File: config.mk
export PLATFORM = sky130hd
export DESIGN_NAME = usbh_tx_sequencer
export DESIGN_NICKNAME = d
export VERILOG_FILES = /design/src/rtl/usbh_defs.sv /design/src/rtl/usbh_crc16.sv /design/src/rtl/usbh_tx_sequencer.sv
export SDC_FILE = /design/constraint.sdc
export NUM_CORES = 1
export LEC_CHECK = 0
export ABC_AREA = 1
export ABC_CLOCK_PERIOD_IN_PS = 5200
export BUFFER_PORTS_ARGS = -buffer_cell sky130_fd_sc_hd__buf_2
export CORE_MARGIN = 2
export CORE_UTILIZATION = 45
export DETAILED_ROUTE_END_ITERATION = 12
export PLACE_DENSITY = 0.7
export SLEW_MARGIN = 25
export SYNTH_ARGS = -nofsm -noshare
export SYNTH_HDL_FRONTEND = slang
export SYNTH_HIERARCHICAL = 1
export SYNTH_SLANG_ARGS = --single-unit
File: constraint.sdc
create_clock -name clk_i -period 5.2 [get_ports clk_i]
set_clock_uncertainty 0.15 [all_clocks]
set_input_delay 0.52 -clock clk_i [delete_from_list [all_inputs] [get_ports clk_i]]
set_output_delay 0.52 -clock clk_i [all_outputs]
set_load 0.02 [all_outputs]
File: src/rtl/usbh_defs.sv
// Shared USB host definitions: PID constants, CRC16 constants and the
// transmit sequencer state encoding.
package usbh_defs;

    localparam logic [7:0] PID_DATA0 = 8'hC3;
    localparam logic [7:0] PID_DATA1 = 8'h4B;
    localparam logic [7:0] PID_DATA2 = 8'h87;
    localparam logic [7:0] PID_MDATA = 8'h0F;
    localparam logic [7:0] PID_ACK   = 8'hD2;

    localparam logic [15:0] CRC16_INIT      = 16'hFFFF;
    // 0x8005 bit-reversed, for the LSB-first shift register
    localparam logic [15:0] CRC16_POLY_REFL = 16'hA001;

    typedef enum logic [2:0] {
        ST_IDLE   = 3'd0,
        ST_PID    = 3'd1,
        ST_DATA   = 3'd2,
        ST_CRC_LO = 3'd3,
        ST_CRC_HI = 3'd4
    } tx_state_e;

    // DATA0/1/2/MDATA all have PID[1:0] == 2'b11
    function automatic logic is_data_pid(input logic [7:0] pid);
        return pid[1:0] == 2'b11;
    endfunction

endpackage

File: src/rtl/usbh_crc16.sv
// Combinational one-byte CRC-16/USB update (reflected, LSB first).
// Returns the raw shift-register value; the sender inverts on output.
module usbh_crc16
    import usbh_defs::*;
(
    input  logic [15:0] crc_i,
    input  logic [7:0]  data_i,
    output logic [15:0] crc_o
);

    logic [15:0] c;

    always_comb begin
        c = crc_i ^ {8'h00, data_i};
        for (int i = 0; i < 8; i++) begin
            c = c[0] ? ((c >> 1) ^ CRC16_POLY_REFL) : (c >> 1);
        end
        crc_o = c;
    end

endmodule

File: src/rtl/usbh_tx_sequencer.sv
// USB FS host transmit sequencer: PID, optional payload, CRC16 trailer.
// Optional CRC_LO bit-0 corruption under `USBH_TX_CRC_ERR_INJ_EN.
module usbh_tx_sequencer
    import usbh_defs::*;
#(
    parameter int LEN_W = 11
) (
    input  logic             clk_i,
    input  logic             rst_i,
    input  logic             start_i,
    input  logic [7:0]       pid_i,
    input  logic [LEN_W-1:0] len_i,
    input  logic             abort_i,
    input  logic             data_valid_i,
    input  logic [7:0]       data_i,
    output logic             data_accept_o,
    output logic             tx_valid_o,
    output logic [7:0]       tx_data_o,
    input  logic             tx_accept_i,
    output logic             busy_o,
    output logic             done_o,
`ifdef USBH_TX_CRC_ERR_INJ_EN
    input  logic             crc_err_inj_i,
`endif
    output logic [2:0]       state_o
);

    // Handshake: a byte moves to the PHY in any cycle where tx_valid_o and
    // tx_accept_i are both high; a payload byte is taken from the source in
    // any cycle where data_accept_o is high (DATA state only).

    tx_state_e        state_q, state_d;
    logic [7:0]       pid_q, pid_d;
    logic [LEN_W-1:0] remaining_q, remaining_d;
    logic [15:0]      crc_q, crc_d;
    logic [15:0]      crc_next;
    logic             inj_bit;
    logic             xfer;

    usbh_crc16 u_crc16 (
        .crc_i  (crc_q),
        .data_i (data_i),
        .crc_o  (crc_next)
    );

`ifdef USBH_TX_CRC_ERR_INJ_EN
    logic inj_q;

    always_ff @(posedge clk_i) begin
        if (rst_i) begin
            inj_q <= 1'b0;
        end else if (state_q == ST_IDLE && start_i) begin
            inj_q <= crc_err_inj_i;
        end
    end

    assign inj_bit = inj_q;
`else
    assign inj_bit = 1'b0;
`endif

    always_ff @(posedge clk_i) begin
        if (rst_i) begin
            state_q     <= ST_IDLE;
            pid_q       <= 8'h00;
            remaining_q <= '0;
            crc_q       <= CRC16_INIT;
        end else begin
            state_q     <= state_d;
            pid_q       <= pid_d;
            remaining_q <= remaining_d;
            crc_q       <= crc_d;
        end
    end

    always_comb begin
        state_d       = state_q;
        pid_d         = pid_q;
        remaining_d   = remaining_q;
        crc_d         = crc_q;
        xfer          = 1'b0;
        tx_valid_o    = 1'b0;
        tx_data_o     = 8'h00;
        data_accept_o = 1'b0;
        done_o        = 1'b0;

        case (state_q)
            ST_IDLE: begin
                if (start_i) begin
                    pid_d       = pid_i;
                    remaining_d = len_i;
                    crc_d       = CRC16_INIT;
                    state_d     = ST_PID;
                end
            end
            ST_PID: begin
                tx_valid_o = 1'b1;
                tx_data_o  = pid_q;
                if (tx_accept_i) begin
                    if (!is_data_pid(pid_q)) begin
                        done_o  = 1'b1;
                        state_d = ST_IDLE;
                    end else if (remaining_q == '0) begin
                        state_d = ST_CRC_LO;
                    end else begin
                        state_d = ST_DATA;
                    end
                end
            end
            ST_DATA: begin
                xfer          = data_valid_i & tx_accept_i;
                tx_valid_o    = data_valid_i;
                tx_data_o     = data_i;
                data_accept_o = xfer;
                if (xfer) begin
                    crc_d       = crc_next;
                    remaining_d = remaining_q - LEN_W'(1);
                    if (remaining_q == LEN_W'(1)) begin
                        state_d = ST_CRC_LO;
                    end
                end
            end
            ST_CRC_LO: begin
                tx_valid_o = 1'b1;
                tx_data_o  = ~crc_q[7:0] ^ {7'b0, inj_bit};
                if (tx_accept_i) begin
                    state_d = ST_CRC_HI;
                end
            end
            ST_CRC_HI: begin
                tx_valid_o = 1'b1;
                tx_data_o  = ~crc_q[15:8];
                if (tx_accept_i) begin
                    done_o  = 1'b1;
                    state_d = ST_IDLE;
                end
            end
            default: begin
                state_d = ST_IDLE;
            end
        endcase

        // Abort wins over any accept this cycle; start reloads all context
        if (abort_i && state_q != ST_IDLE) begin
            state_d = ST_IDLE;
            done_o  = 1'b0;
        end
    end

    assign busy_o  = (state_q != ST_IDLE);
    assign state_o = state_q;

endmodule

==> impl_metrics.py, run 1 <==
metrics = {
    "run_status": {
        "outcome": "completed",
    },
    "floorplanning": {
        "core_area_um2": 5540,
        "die_w_um": 79.8,
        "die_h_um": 79.8,
        "ios": 48,
        "die_area_um2": 6370,
        "row_count": 27,
        "start_util_pct": 46.7,
    },
    "sta": {
        "slew_violations": 0,
        "min_period_ns": 3.09,
        "hold_ws_ns": 0.300,
        "timing.fmax_ghz": 0.324,
        "hold_violations": 0,
        "finalSetupViolCount": 0,
        "tns_ns": 0,
        "min_period_over_period_pct": 59.4,
        "slew_headroom_pct": 42.8,
        "worst_slew_pin_slew_ns": 0.855,
        "rsz0062_at_grt": "no",
    },
    "power_and_ir_drop": {
        "seq_power_share_pct": 25.7,
        "switching_share_pct": 50.1,
        "p_int_mw": 0.953,
        "power_density_nw_per_um2": 655,
        "power.switching_mw": 0.957,
        "comb_power_share_pct": 58.3,
        "clkPwrFrac_pct": 15.9,
        "p_leak_nw": 1.49,
        "peakVddDrop_uv": 289,
    },
    "cts": {
        "clk_path_buf_depth": 2,
        "post_cts_resized": 0,
        "clk_pin_slew_ns": 0.08,
        "cts.sinks": 38,
        "cts_root_buf": "clkbuf_8",
        "post-cts-setup-buffer-count": 0,
        "cts_tree": "yes",
        "ctsHtreeMaxLevel": 2,
        "numCtsBuffers": 5,
        "clk_latency_ns": 0.30,
        "cts_hold_buf": 0,
    },
    "detailed_routing": {
        "ant_nets": 0,
        "drt-pass1-iter-count": 4,
        "finalWirelength_um": 6540,
        "drt_drc_violations_left": 0,
        "num_vias": 2615,
        "avgViaCountPerCell": 5.20,
        "dr.first_iter.drc_count": 107,
        "routedWlPerCell_um": 13.0,
    },
    "flow_run": {
        "drv_cap": 0,
    },
    "synthesis": {
        "synth_edf_count": 0,
        "syn_inst": 396,
        "seq_area_frac_synth_pct": 29.4,
        "yosysTopAreaCellShare_pct": 29.4,
        "synth_warnings": 6,
        "ys_async_sr_fraction_pct": 0,
        "ys.flop_type": "dfxtp_1",
        "ys_top_cells_by_area": "dfxtp_1 29%, nand2_1 16%, nand3_1 7.5%",
        "syn_nets": 432,
        "syn_area_per_cell_um2": 6.53,
        "netlist_area_um2": 2590,
        "synth_area_leader_cell": "dfxtp_1",
        "ys_ff_latch": 38,
        "yosysUniqueCellTypes": 35,
    },
    "worst_setup_path": {
        "critPathMaxFanout": 33,
        "cp_data_required_time_ns": 4.53,
        "crit_type": "reg2out",
        "cp.arrival_ns": 2.42,
        "path_delay_family": "buffers and inverters",
        "crit_buf_inv": 2,
        "cp-start-kind": "flip-flop",
        "worst_path_largest_cell_delay_ns": 0.62,
        "critPathSlowestCell": "nand3_2",
        "endpoint_kind": "output port",
        "worstPathCellList": "nand3_2 > inv_2 > a21oi_1 > o21ai_0 > buf_2",
    },
    "global_routing": {
        "grt_remaining_overflow": 0,
        "grtUsageTotal_pct": 21.5,
        "grt_pass1_vias": 2440,
        "antenna_found_initial": 0,
        "grt_max_degree": 34,
        "grt_pass1_wl_um": 10700,
    },
    "min_path": {
        "min_path_type": "reg2reg",
    },
    "finish": {
        "fin_nets": 466,
        "mostFrequentLayoutCells": "111 x nand2_1, 47 x buf_2, 39 x nand3_1",
        "drive_gt1_share_pct": 22.3,
        "n_antenna_cell": 0,
        "area_growth_pct": 12.7,
        "final_common_cell": "nand2_1",
    },
    "placement": {
        "gp_congestion": 0.883,
        "io_buffers": 47,
        "hpwl_um": 4810,
    },
}
-- final timing paths --
check | startpoint | to | slack (ns) | cells past startpoint
worst max register to register | state_o[1] | remaining_q[9] | 2.21 | 5
worst max-delay path | state_o[1] | tx_data_o[4] | 2.11 | 5
worst min-delay path | pid_q[6] | pid_q[6] | 0.30 | 2
worst min register to register | pid_q[6] | pid_q[6] | 0.30 | 2
-- stage by stage --
| stage | power (mW) | worst slack [ns] | util (%) | cell area [µm²] | cells |
|---|---|---|---|---|---|
| 5_1_grt | 2.09 | 1.86 | 52.6 | 2920 | 503 |
| 2_1_floorplan | 1.41 | 3.04 | - | 2590 | 396 |
| 4_1_cts | 1.91 | 2.13 | 52.6 | 2920 | 503 |
| 3_3_place_gp | 1.58 | 2.31 | 50.1 | 2780 | 495 |
| 6_report | 1.91 | 2.11 | 52.6 | 2920 | 503 |
| 3_5_place_dp | 1.60 | 2.23 | 50.1 | 2780 | 495 |
-- state kept, by name (all words and copies together) (netlist names) --
signal       cells
remaining_q     11
crc_q           16
state_o          3
pid_q            8
-- cells in the mapped netlist, types with 2 or more instances --
library cell and instances:
o21ai_1 2, nor2_1 27, xnor2_1 3, a21oi_1 28, inv_1 34, a211o_1 3
xor2_1 6, nor2_2 2, xor2_2 2, dfxtp_1 38, nand3_1 39, ha_1 3
o22ai_1 8, buf_2 5, o21ai_0 28, clkbuf_1 3, nand3_2 7, nand2_2 9
buf_4 9, inv_2 7, o21ai_2 9, nand2_1 111
-- power groups by stage --
stage	Sequential (mW)	Combinational, mW	Clock, mW
2_1_floorplan	0.490	0.921	0
3_3_place_gp	0.492	1.09	0
3_5_place_dp	0.496	1.11	0
4_1_cts	0.490	1.11	0.308
5_1_grt	0.509	1.26	0.321
6_report	0.492	1.11	0.304
-- kinds of logic (layout without fill, tap and decap cells) --
kind of cell,Yosys count,after routing,synth area share [%]
and+or+nand+nor,199,199,34.5
AOI/OAI and AO/OA,83,83,19.0
xor gates and xnor gates,11,11,4.30
adders and majority gates,3,3,1.45
buffers and inverters,62,97,11.3
DFF,38,38,29.4
-- worst register-to-register path, stage by stage (launching register included) --
cell and delay [ns]:
dfxtp_1 0.44, nand3_2 0.62, o21ai_4 0.95, inv_2 0.38
a21oi_1 0.23, a21oi_1 0.10
-- layout make-up --
| class | count | area [µm²] |
|---|---|---|
| Timing Repair Buffer | 47 | 235 |
| Clock buffer | 5 | 68.8 |
| Multi-Input combinational cell | 296 | 1530 |
| Fill cell | 568 | 2630 |
| Clock inverter | 3 | 68.8 |
| Tap cell | 72 | 90.1 |
| Inverter | 42 | 158 |
| Sequential cell | 38 | 761 |
-- per-layer routing --
layer  vias to the layer above  routed length, µm  track usage, %
met4                         0                106            8.81
met1                      1198               2890            25.5
met3                        10                300            3.51
met2                        59               3250            38.2
met5                         -                  0               0
li1                       1348                  -               -
(Power assumes the default switching activity.)
==> inputs of run 2 (changes only) <==
- ABC_CLOCK_PERIOD_IN_PS: 5200 -> 3200
- clock period: 5.2 -> 3.2 ns (I/O delays scaled with it)
==> run 2 against run 1 <==
Compared with the run above:
- worst hold slack got worse by 0.18 ns
- routed wire length decreased by 1.7%
- combinational power increased by 62%
- sequential power increased by 62%
- critical path type is now reg2reg
- highest routed layer unchanged
==> impl_metrics.py, run 2 (same netlist as run 1, synthesis figures left out) <==
metrics = {
    "global_routing": {
        "grtUsageTotal_pct": 20.9,
        "grt_max_degree": 31,
        "grt_pass1_vias": 2334,
        "grt_remaining_overflow": 0,
        "grt_pass1_wl_um": 10400,
        "antenna_found_initial": 0,
    },
    "detailed_routing": {
        "ant_nets": 0,
        "drt_drc_violations_left": 0,
        "drt-pass1-iter-count": 4,
        "routedWlPerCell_um": 12.8,
        "num_vias": 2593,
        "dr.first_iter.drc_count": 111,
        "finalWirelength_um": 6430,
        "avgViaCountPerCell": 5.14,
    },
    "worst_setup_path": {
        "endpoint_kind": "flip-flop",
        "cp_data_required_time_ns": 3.23,
        "ff2ff_path_depth": 5,
        "cp-start-kind": "flip-flop",
        "critPathMaxFanout": 30,
        "regToRegSetupSlack_ns": 0.82,
        "crit_type": "reg2reg",
        "rr_endpoint": "remaining_q[1]",
        "r2r_start": "state_o[1]",
        "cp.arrival_ns": 2.40,
    },
    "cts": {
        "cts_tree": "yes",
        "clk_path_buf_depth": 2,
        "cts_root_buf": "clkbuf_8",
        "clk_pin_slew_ns": 0.08,
        "cts_hold_buf": 0,
        "cts.sinks": 38,
        "ctsHtreeMaxLevel": 2,
        "numCtsBuffers": 5,
        "post-cts-setup-buffer-count": 0,
        "clk_latency_ns": 0.30,
        "post_cts_resized": 0,
    },
    "placement": {
        "placedCellCount": 496,
        "hpwl_um": 4730,
        "gp_congestion": 0.902,
        "io_buffers": 47,
    },
    "finish": {
        "fin_cells": 504,
        "multi_input_area_um2": 1530,
        "area_growth_pct": 13.2,
        "n_antenna_cell": 0,
        "largest_reg_flops": 16,
        "drive_gt1_share_pct": 22.5,
        "reg_top3": "crc_q x16, remaining_q x11, pid_q x8",
        "mostFrequentLayoutCells": "111 x nand2_1, 47 x buf_2, 39 x nand3_1",
        "fin_nets": 467,
        "seqCellArea_um2": 761,
        "final_common_cell": "nand2_1",
        "fillers": 579,
        "largest_register": "crc_q",
    },
    "sta": {
        "slew_violations": 0,
        "tns_ns": 0,
        "worst_slew_pin_slew_ns": 0.827,
        "hold_violations": 0,
        "finalSetupViolCount": 0,
        "timing.fmax_ghz": 0.421,
        "min_period_over_period_pct": 74.3,
        "slew_headroom_pct": 44.7,
        "rsz0062_at_grt": "no",
        "min_period_ns": 2.38,
    },
    "floorplanning": {
        "start_util_pct": 46.7,
        "ios": 48,
        "core_area_um2": 5540,
        "die_w_um": 79.8,
        "die_h_um": 79.8,
        "die_area_um2": 6370,
        "row_count": 27,
    },
    "min_path": {
        "whs_path_depth": 3,
        "min_to": "pid_q[0]",
        "min_path_type": "in2reg",
        "hold_start": "pid_i[0]",
    },
    "power_and_ir_drop": {
        "peakVddDrop_uv": 517,
        "power_density_nw_per_um2": 1060,
        "p_leak_nw": 1.49,
        "power_mw": 3.11,
    },
    "flow_run": {
        "drv_cap": 0,
    },
    "run_status": {
        "outcome": "completed",
    },
}
[run 2: routing by layer]
layer / vias up / global-route usage (%) / wire length [µm]
met5: - / 0 / 0
met1: 1189 / 24.9 / 2870
li1: 1348 / - / -
met4: 0 / 7.12 / 107
met2: 48 / 37.6 / 3240
met3: 8 / 3.85 / 210
[run 2: stage by stage]
| step | util, % | setup slack [ns] | hold slack, ns | area, µm² |
|---|---|---|---|---|
| after floorplan | - | 1.24 | 0.275 | 2590 |
| after CTS | 52.8 | 0.819 | 0.115 | 2930 |
| after global placement | 50.3 | 0.898 | 0.286 | 2790 |
| final | 52.8 | 0.823 | 0.123 | 2930 |
| after global routing | 52.8 | 0.553 | 0.119 | 2930 |
| after detailed placement | 50.3 | 0.815 | 0.293 | 2790 |
[run 2: critical path, stage by stage, from the launching register on]
cell,delay (ns)
dfxtp_1,0.43
nand3_2,0.26
o21ai_4,0.73
inv_2,0.37
o21ai_0,0.25
a21oi_1,0.06
[run 2: power by group]
| group | switching, mW | internal (mW) |
|---|---|---|
| sequential | 0.151 | 0.648 |
| combinational | 1.21 | 0.593 |
| clock | 0.182 | 0.333 |
[run 2: how the worst max path moves through the flow]
stage | from | endpoint | slack (ns) | depth (start not counted)
after floorplan | state_o[0] | done_o | 1.24 | 4
after global placement | state_o[1] | remaining_q[0] | 0.90 | 5
after detailed placement | state_o[1] | remaining_q[0] | 0.82 | 5
after CTS | state_o[1] | remaining_q[0] | 0.82 | 5
after global routing | state_o[1] | remaining_q[1] | 0.55 | 5
final | state_o[1] | remaining_q[1] | 0.82 | 5
[run 2: final cells by class]
type	count	area share [%]
Multi-Input combinational cell	296	52.4
Sequential cell	38	26.0
Timing Repair Buffer	48	8.29
Inverter	42	5.38
Tap cell	72	3.08
Clock buffer	6	2.82
Clock inverter	2	2.05
==> inputs of run 3 (changes only) <==
- ABC_CLOCK_PERIOD_IN_PS: 3200 -> 2350
- clock period: 3.2 -> 2.35 ns (I/O delays scaled with it)
==> run 3 against run 2 <==
Compared with the run above:
- first-iteration DRC count up 44%
- clock power down 15%
- register-to-register slack worse by 0.42 ns
- setup slack worse by 0.60 ns
- combinational power up 37%
- sequential power up 39%
- sequential share of layout area up 0.37 points
- flip-flop and latch count unchanged
- die area unchanged
- global-route usage up 0.12 points
- critical endpoint is now done_o
- largest power group unchanged
- highest routed layer unchanged
==> impl_metrics.py, run 3 (same netlist as run 1, synthesis figures left out) <==
metrics = {
    "run_status": {
        "outcome": "completed",
    },
    "global_routing": {
        "use_met1_pct": 24.4,
        "grt_remaining_overflow": 0,
        "grt_pass1_wl_um": 10600,
        "grt_pass1_vias": 2409,
        "grtUsageTotal_pct": 21.0,
        "antenna_found_initial": 0,
        "use_met3_pct": 3.39,
        "grt_max_degree": 32,
        "grt_use_met2_pct": 37.6,
        "grt.busiest_layer": "met2",
    },
    "finish": {
        "fillers": 599,
        "reg_top3": "crc_q x16, remaining_q x11, pid_q x8",
        "post-route-util_pct": 52.1,
        "drive_gt1_share_pct": 22.8,
        "largest_reg_flops": 16,
        "seqCellArea_um2": 761,
        "final_common_cell": "nand2_1",
        "area_growth_pct": 11.6,
        "multi_input_area_um2": 1530,
        "n_antenna_cell": 0,
        "fin_nets": 470,
        "largest_register": "crc_q",
        "mostFrequentLayoutCells": "111 x nand2_1, 47 x buf_2, 39 x nand3_1",
    },
    "floorplanning": {
        "die_area_um2": 6370,
        "row_count": 27,
        "start_util_pct": 46.7,
        "core_area_um2": 5540,
        "ios": 48,
        "die_w_um": 79.8,
        "die_h_um": 79.8,
    },
    "detailed_routing": {
        "num_vias": 2603,
        "ant_nets": 0,
        "dr.first_iter.drc_count": 160,
        "drt_drc_violations_left": 0,
        "routedWlPerCell_um": 12.9,
        "avgViaCountPerCell": 5.14,
        "drt-pass1-iter-count": 4,
        "finalWirelength_um": 6510,
    },
    "worst_setup_path": {
        "rr_endpoint": "remaining_q[0]",
        "critPathMaxFanout": 8,
        "regToRegSetupSlack_ns": 0.40,
        "r2r_start": "state_o[2]",
        "cp_data_required_time_ns": 1.97,
        "cp-start-kind": "flip-flop",
        "ff2ff_path_depth": 6,
        "endpoint_kind": "output port",
        "worstSetupStartpoint": "state_o[0]",
        "crit_type": "reg2out",
        "cp.arrival_ns": 1.74,
    },
    "power_and_ir_drop": {
        "p_int_mw": 1.91,
        "comb_power_share_pct": 61.4,
        "peakVddDrop_uv": 559,
        "clkPwrFrac_pct": 10.9,
        "p_leak_nw": 1.48,
        "power_density_nw_per_um2": 1390,
        "power.switching_mw": 2.09,
        "switching_share_pct": 52.3,
        "seq_power_share_pct": 27.7,
    },
    "sta": {
        "timing.fmax_ghz": 0.471,
        "slew_violations": 0,
        "slew_headroom_pct": 63.7,
        "finalSetupViolCount": 0,
        "min_period_ns": 2.12,
        "worst_slew_pin_slew_ns": 0.543,
        "tns_ns": 0,
        "hold_violations": 0,
        "min_period_over_period_pct": 90.4,
        "rsz0062_at_grt": "no",
    },
    "min_path": {
        "hold_start": "pid_i[0]",
        "min_path_type": "in2reg",
        "min_to": "pid_q[0]",
        "whs_path_depth": 3,
    },
    "cts": {
        "cts_root_buf": "clkbuf_8",
        "numCtsBuffers": 5,
        "cts_tree": "yes",
        "clk_latency_ns": 0.29,
        "cts.sinks": 38,
        "clk_pin_slew_ns": 0.07,
        "clk_path_buf_depth": 2,
        "post-cts-setup-buffer-count": 0,
        "ctsHtreeMaxLevel": 2,
        "cts_hold_buf": 0,
        "post_cts_resized": 0,
    },
    "flow_run": {
        "drv_cap": 0,
    },
    "placement": {
        "io_buffers": 47,
        "gp_congestion": 0.916,
        "hpwl_um": 4880,
    },
}
## run 3: area by class of cell
type	count	share of cell area (%)
multi-input combinational	296	53.1
inverter	42	5.46
clock inverter	2	0.347
tap	72	3.12
timing repair buffer	51	9.19
clock buffer	5	2.38
sequential	38	26.4
## run 3: metal layers
layer | part of all wire, % | vias up
li1 | - | 1351
met1 | 42 | 1168
met2 | 49 | 69
met3 | 5.3 | 15
met4 | 3.3 | 0
met5 | 0 | -
## run 3: critical path, stage by stage (launching register included)
cell	delay, ns
dfxtp_1	0.46
nand3_1	0.30
inv_1	0.21
nand2_1	0.08
a211oi_1	0.20
buf_2	0.20
## run 3: worst max path at each step
stage                          end  slack (ns)  cells after the start
global placement    remaining_q[0]        0.45                      6
floorplan                   done_o        0.48                      4
CTS                         done_o        0.24                      5
finish                      done_o        0.23                      5
detailed placement  remaining_q[0]        0.42                      6
global route          tx_data_o[6]        0.05                      5
## run 3: stage by stage
step | cell area, µm² | power, mW | hold WS [ns] | worst slack (ns) | instances
3_3_place_gp | 2810 | 3.53 | 0.291 | 0.453 | 499
5_1_grt | 2890 | 4.40 | 0.0394 | 0.0522 | 506
3_5_place_dp | 2810 | 3.57 | 0.293 | 0.416 | 499
4_1_cts | 2890 | 4.02 | 0.0404 | 0.243 | 506
6_report | 2890 | 4.00 | 0.0416 | 0.227 | 506
2_1_floorplan | 2590 | 3.12 | 0.228 | 0.475 | 396
## run 3: power groups by stage
stage | clock network, mW | logic (mW) | registers (mW)
after CTS | 0.443 | 2.47 | 1.10
final | 0.438 | 2.46 | 1.11
after global routing | 0.468 | 2.79 | 1.14
after detailed placement | 0 | 2.45 | 1.12
after floorplan | 0 | 2.04 | 1.08
after global placement | 0 | 2.42 | 1.11
